[config.mk]
export PLATFORM = sky130hd
export DESIGN_NAME = div_sequencer
export DESIGN_NICKNAME = d
export VERILOG_FILES = /design/src/rtl/div_sequencer.sv
export SDC_FILE = /design/constraint.sdc
export NUM_CORES = 1
export LEC_CHECK = 0
export BUFFER_PORTS_ARGS = -buffer_cell sky130_fd_sc_hd__buf_2
export CORE_MARGIN = 10
export CORE_UTILIZATION = 28
export CTS_BUF_LIST = sky130_fd_sc_hd__clkbuf_16
export CTS_CLUSTER_SIZE = 20
export DETAILED_ROUTE_END_ITERATION = 16
export GPL_ROUTABILITY_DRIVEN = 0
export GPL_TIMING_DRIVEN = 1
export SYNTH_ARGS = -nofsm -noshare
export SYNTH_HDL_FRONTEND = slang
export SYNTH_SLANG_ARGS = --single-unit
[constraint.sdc]
create_clock -name clk -period 8 [get_ports clk]
set_input_delay 0 -clock clk [delete_from_list [all_inputs] [get_ports clk]]
set_output_delay 0 -clock clk [all_outputs]
set_load 0.02 [all_outputs]
[src/rtl/div_sequencer.sv]
// rtl/div_sequencer.sv - multi-cycle restoring divider sequencer for DIV/DIVU
//
// Purpose: runs a 32-step restoring radix-2 divide for the execute stage,
// asks the hazard unit to stall while it is busy, and pulses ready once
// when the {remainder, quotient} result is valid.
//
// Optional feature: define DIV_ZERO_FAST_EN to send a zero divisor down a
// short path that returns 64'h0 two cycles after the request.
//
// Ports:
//   clk        in   1  rising-edge clock
//   rst        in   1  asynchronous active-low reset
//   start      in   1  begin a divide (only looked at in IDLE)
//   signed_div in   1  1 = DIV (two's complement), 0 = DIVU
//   opdata1    in  32  dividend
//   opdata2    in  32  divisor
//   annul      in   1  pipeline flush, aborts any operation
//   stall_div  out  1  stall request to the hazard unit
//   ready      out  1  one-cycle result-valid pulse
//   result     out 64  {remainder -> HI, quotient -> LO}

module div_sequencer (
  input  logic        clk,
  input  logic        rst,
  input  logic        start,
  input  logic        signed_div,
  input  logic [31:0] opdata1,
  input  logic [31:0] opdata2,
  input  logic        annul,
  output logic        stall_div,
  output logic        ready,
  output logic [63:0] result
);

  typedef enum logic [1:0] {
    S_IDLE    = 2'b00,
    S_DIVZERO = 2'b01,
    S_ON      = 2'b10,
    S_END     = 2'b11
  } state_e;

  state_e      state_q;
  logic [5:0]  cnt_q;
  logic [64:0] rem_q;
  logic [31:0] divisor_q;
  logic        sign_quo_q;
  logic        sign_rem_q;
  logic        ready_q;
  logic [63:0] result_q;

  logic [31:0] abs1;
  logic [31:0] abs2;
  logic [33:0] diff;
  logic [64:0] rem_d;
  logic [31:0] quo_fix;
  logic [31:0] rem_fix;

  always_comb begin
    abs1 = (signed_div && opdata1[31]) ? (32'd0 - opdata1) : opdata1;
    abs2 = (signed_div && opdata2[31]) ? (32'd0 - opdata2) : opdata2;

    // Trial subtract on the shifted partial remainder. The shifted upper
    // part is rem_q[64:31]; a 34-bit difference keeps the borrow clean.
    diff = rem_q[64:31] - {2'b00, divisor_q};
    if (!diff[33]) begin
      rem_d = {diff[32:0], rem_q[30:0], 1'b1};
    end else begin
      rem_d = {rem_q[63:0], 1'b0};
    end

    quo_fix = sign_quo_q ? (32'd0 - rem_q[31:0])  : rem_q[31:0];
    rem_fix = sign_rem_q ? (32'd0 - rem_q[63:32]) : rem_q[63:32];
  end

  always_ff @(posedge clk or negedge rst) begin
    if (!rst) begin
      state_q    <= S_IDLE;
      cnt_q      <= 6'd0;
      rem_q      <= 65'd0;
      divisor_q  <= 32'd0;
      sign_quo_q <= 1'b0;
      sign_rem_q <= 1'b0;
      ready_q    <= 1'b0;
      result_q   <= 64'h0;
    end else if (annul) begin
      // Flush wins over everything, including a start in IDLE.
      state_q <= S_IDLE;
      cnt_q   <= 6'd0;
      ready_q <= 1'b0;
    end else begin
      case (state_q)
        S_IDLE: begin
          ready_q <= 1'b0;
          if (start) begin
            cnt_q      <= 6'd0;
            rem_q      <= {33'd0, abs1};
            divisor_q  <= abs2;
            sign_quo_q <= signed_div & (opdata1[31] ^ opdata2[31]);
            sign_rem_q <= signed_div & opdata1[31];
`ifdef DIV_ZERO_FAST_EN
            if (opdata2 == 32'd0) begin
              state_q <= S_DIVZERO;
            end else begin
              state_q <= S_ON;
            end
`else
            state_q <= S_ON;
`endif
          end
        end
        S_ON: begin
          // Steps 0..31 run while cnt_q counts up; once all 32 are done
          // the signed fixup is registered together with the ready pulse.
          if (cnt_q == 6'd32) begin
            result_q <= {rem_fix, quo_fix};
            ready_q  <= 1'b1;
            state_q  <= S_END;
          end else begin
            rem_q <= rem_d;
            cnt_q <= cnt_q + 6'd1;
          end
        end
        S_DIVZERO: begin
          result_q <= 64'h0;
          ready_q  <= 1'b1;
          state_q  <= S_END;
        end
        S_END: begin
          ready_q <= 1'b0;
          cnt_q   <= 6'd0;
          state_q <= S_IDLE;
        end
        default: begin
          state_q <= S_IDLE;
        end
      endcase
    end
  end

  // Drops in END so the stage advances in the same cycle ready pulses.
  assign stall_div = ((state_q == S_IDLE) && start && !annul) ||
                     (state_q == S_ON) || (state_q == S_DIVZERO);
  assign ready     = ready_q;
  assign result    = result_q;

endmodule

==> metrics.csv <==
stage,metric,value,unit
floorplanning,Initial Util,28.45,%
grt,initial antenna violation count,0,
sta,unrepaired setup endpoints after global routing,false,
power_and_ir_drop,switching portion of total power,48.41,%
cts,clock latency on the worst-skew pair,450,ps
worst_hold_path,worst hold start,opdata1[9],
worst_setup_path,crit start category,flop,
grt,GRT overflow,0,
yosys,Post-synth ARST share,100.0,%
power_and_ir_drop,cell internal pwr,2.795,mW
route,number of detailed-route iterations in the first pass,5,
placed_design,dpl cells,2022,
route,1st-iter DRT viols,831,
grt,GRT Util Overall,14.05,%
floorplanning,core region area,41110,um^2
status,outcome,"finished, final reports clean",
floorplanning,I/O Pins,135,
power_and_ir_drop,Flop pwr share,29.8,%
floorplanning,Die W,224.4,um
floorplanning,Die H,224.4,um
sta,crit share post-route,46.77,%
cells_and_area,final non-filler cell total,2102,
cts,Hold Buf Count CTS,48,
yosys,Synth Register Bits,172,
cts,number of setup buffers added after CTS,0,
route,drt drc,0,
worst_setup_path,r2r setup slk,4260,ps
cts,CTS root buffer,clkbuf_16,
placed_design,Port Buffer Count,134,
power_and_ir_drop,leakage,6.183,nW
yosys,Cell variety after synth,69,
yosys,mux cell area share after synthesis,3.349,%
yosys,Mean Syn Cell Area,8.229,um^2
worst_setup_path,CP Data Required Time,8360,ps
sta,setup TNS,0,ps
cts,CTS resizes,0,
yosys,largest family of logic cells by synthesized area,compound AO/OA/AOI/OAI gates,
cts,sinks on the clock net,172,
grt,vias in the first global route,10340,
cts,"CTS clk-pin slew, worst paths",70,ps
grt,first-pass GRT wire length,57690,um
route,Via density,5.018,
route,Routed WL,35240,um
yosys,register area share after synthesis,36.81,%
sta,min Tclk post-route,3742,ps
floorplanning,Die ar.,50340,um^2
sta,Worst Max-Slew Pin Slew,989.9,ps
job,number of max-cap violations,0,
worst_setup_path,CP arrival,4100,ps
yosys,xor/xnor share of the synthesized area,10.34,%
worst_setup_path,Worst Path Max Fanout,24,
cts,CTS HTree Levels,4,
yosys,Post-synth EDFFs,0,
yosys,Synth Instances,1421,
route,Post-DRT Antenna Nets,0,
cells_and_area,Syn-to-layout area delta,18.02,%
cells_and_area,antenna cells,0,
grt,largest net degree at the start of global routing,99,
sta,Setup Skew,11.84,ps
route,per-cell routed wire length,16.76,um
worst_hold_path,min-delay worst type,input pin to flop,
sta,Fin. Hold Viols,0,
yosys,Syn. warnings,0,
cells_and_area,Total Nets Final,1669,
worst_setup_path,R2R Path End,rem_q[53],
yosys,Post-Synth Adder-Cell Area,4.665,%
sta,Min Hold Slack,33.26,ps
power_and_ir_drop,Clk pwr share,14.1,%
route,vias post-DR,10550,
sta,maximum clock rate,267.3,MHz
power_and_ir_drop,VDD IR max,0.2042,mV
placed_design,detailed placer's ending HPWL,26910,um
yosys,Post-Synth Simple-Gate Area,18.14,%
cts,Max Root-Sink Buffers,2,
sta,Max Transition Viols Final,0,
yosys,Compound-Gate Fraction of Synth Area,21.66,%
power_and_ir_drop,Gate power share,56.1,%
power_and_ir_drop,power per cell area,392.5,nW/um^2
cells_and_area,share of cells above drive strength 1,12.17,%
sta,Max transition margin,34.00,%
worst_hold_path,hold endpoint,rem_q[9],
cts,TritonCTS Buffers,17,
worst_setup_path,FF-to-FF Start,rem_q[37],
yosys,Post-synth top flop,dfrtp_1,
yosys,syn nets,1533,
worst_setup_path,Worst Reg-to-Reg Cells,10,
yosys,Synth Cell Area,11690,um^2
worst_hold_path,Worst Hold Depth,5,
sta,Final Setup Violations,0,
cts,CTS tree,done,
worst_setup_path,Crit Path Class,flop to flop,
power_and_ir_drop,P_sw,2.622,mW
worst_setup_path,critical path endpoint category,flop,
floorplanning,std cell rows,74,
power_and_ir_drop,total power,5.417,mW
-- area by class of cell --
type	count	area [um^2]
repair buffers	192	1232
clock inverters	15	101.3
well taps	532	665.6
multi-input cells	1103	6805
flip-flops and latches	172	4304
fillers	4383	27310
inverters	71	266.5
clock buffers	17	425.4
-- stage by stage --
step	area, um^2	utilization (%)	worst slack (ps)
after detailed placement	12790	31.12	4338
after CTS	13800	33.57	4311
after global routing	13800	33.57	4078
after floorplan	11690	-	4905
final	13800	33.57	4258
after global placement	12790	31.12	4475
-- cells in the final DEF (no fill, tap or decap), types with 10 or more instances in the layout --
cell             n
buf_2          133
nor3_1          27
nor2_1          72
mux2i_1         38
or3_1           22
dfrtp_1        172
nor2b_1         10
ha_1            41
xnor2_1         58
o211ai_1        11
nand2b_1        13
nand2_1        229
a31oi_1         13
clkbuf_16       17
dlygate4sd3_1   48
o31ai_1         45
xor2_1          80
buf_4           10
inv_1           72
nand3_1         22
a21oi_1        100
o21ai_1         71
o21ai_0        121
a21o_1          11
-- synthesized netlist by cell type, types with 10 or more instances --
library cell	count	area [um^2]
o211ai_1	11	82.58
inv_1	71	266.5
o31ai_1	45	337.8
nand3_1	22	110.1
nor3_1	27	135.1
a31oi_1	13	81.33
a21o_1	12	90.09
a21oi_1	100	500.5
clkbuf_1	63	236.5
xor2_1	80	700.7
nand2_1	230	863.3
nand2b_1	13	81.33
o21ai_0	121	605.6
or3_1	22	137.6
mux2i_1	38	380.4
nor2b_1	10	62.56
ha_1	42	525.5
nor2_1	72	270.3
o21ai_1	71	355.3
xnor2_1	58	508.0
dfrtp_1	172	4304
-- layer usage --
layer	GRT usage (%)	wire length (um)	up-vias
li1	-	-	5261
met1	19.83	17560	5026
met2	21.42	15620	234
met3	2.628	1571	27
met4	3.970	489	0
met5	0	0	-
-- flip-flops by register name, summed over array words and instances (netlist names) --
register,count
result,64
sign_quo_q,1
ready,1
rem_q,65
cnt_q,6
sign_rem_q,1
divisor_q,32
state_q,2
-- logic make-up (layout without fill, tap and decap cells) --
logic type,count (synthesis),count (layout)
DFF,172,172
adders and majority gates,43,43
and+or+nand+nor,457,457
muxes,39,39
xor gates and xnor gates,138,138
buffers and inverters,146,295
AOI/OAI and AO/OA,426,426
-- power groups by stage --
stage               clock network (mW)  logic (mW)  registers, mW
floorplan                            0        2.07           1.71
global placement                     0        2.97           1.61
global route                     0.814        3.40           1.68
detailed placement                   0        3.01           1.63
CTS                              0.784        3.04           1.61
finish                           0.765        3.04           1.62
-- worst max path at each step --
stage	start	endpoint	slack, ps	cells past startpoint
global placement	rem_q[37]	rem_q[59]	4480	10
finish	rem_q[37]	rem_q[53]	4260	10
detailed placement	rem_q[37]	rem_q[56]	4340	10
global route	rem_q[37]	rem_q[60]	4080	10
floorplan	rem_q[31]	rem_q[64]	4910	12
CTS	rem_q[37]	rem_q[56]	4310	10
-- worst max-delay path: stages (launching register included) --
cell	delay [ps]
dfrtp_1	460
ha_1	390
a21oi_1	290
nand2_1	80
o211ai_1	340
a21oi_1	250
o2111ai_1	300
o211a_1	580
buf_4	440
nand2_1	240
o221ai_1	270
Note: power is estimated with default switching activity, not from simulation.
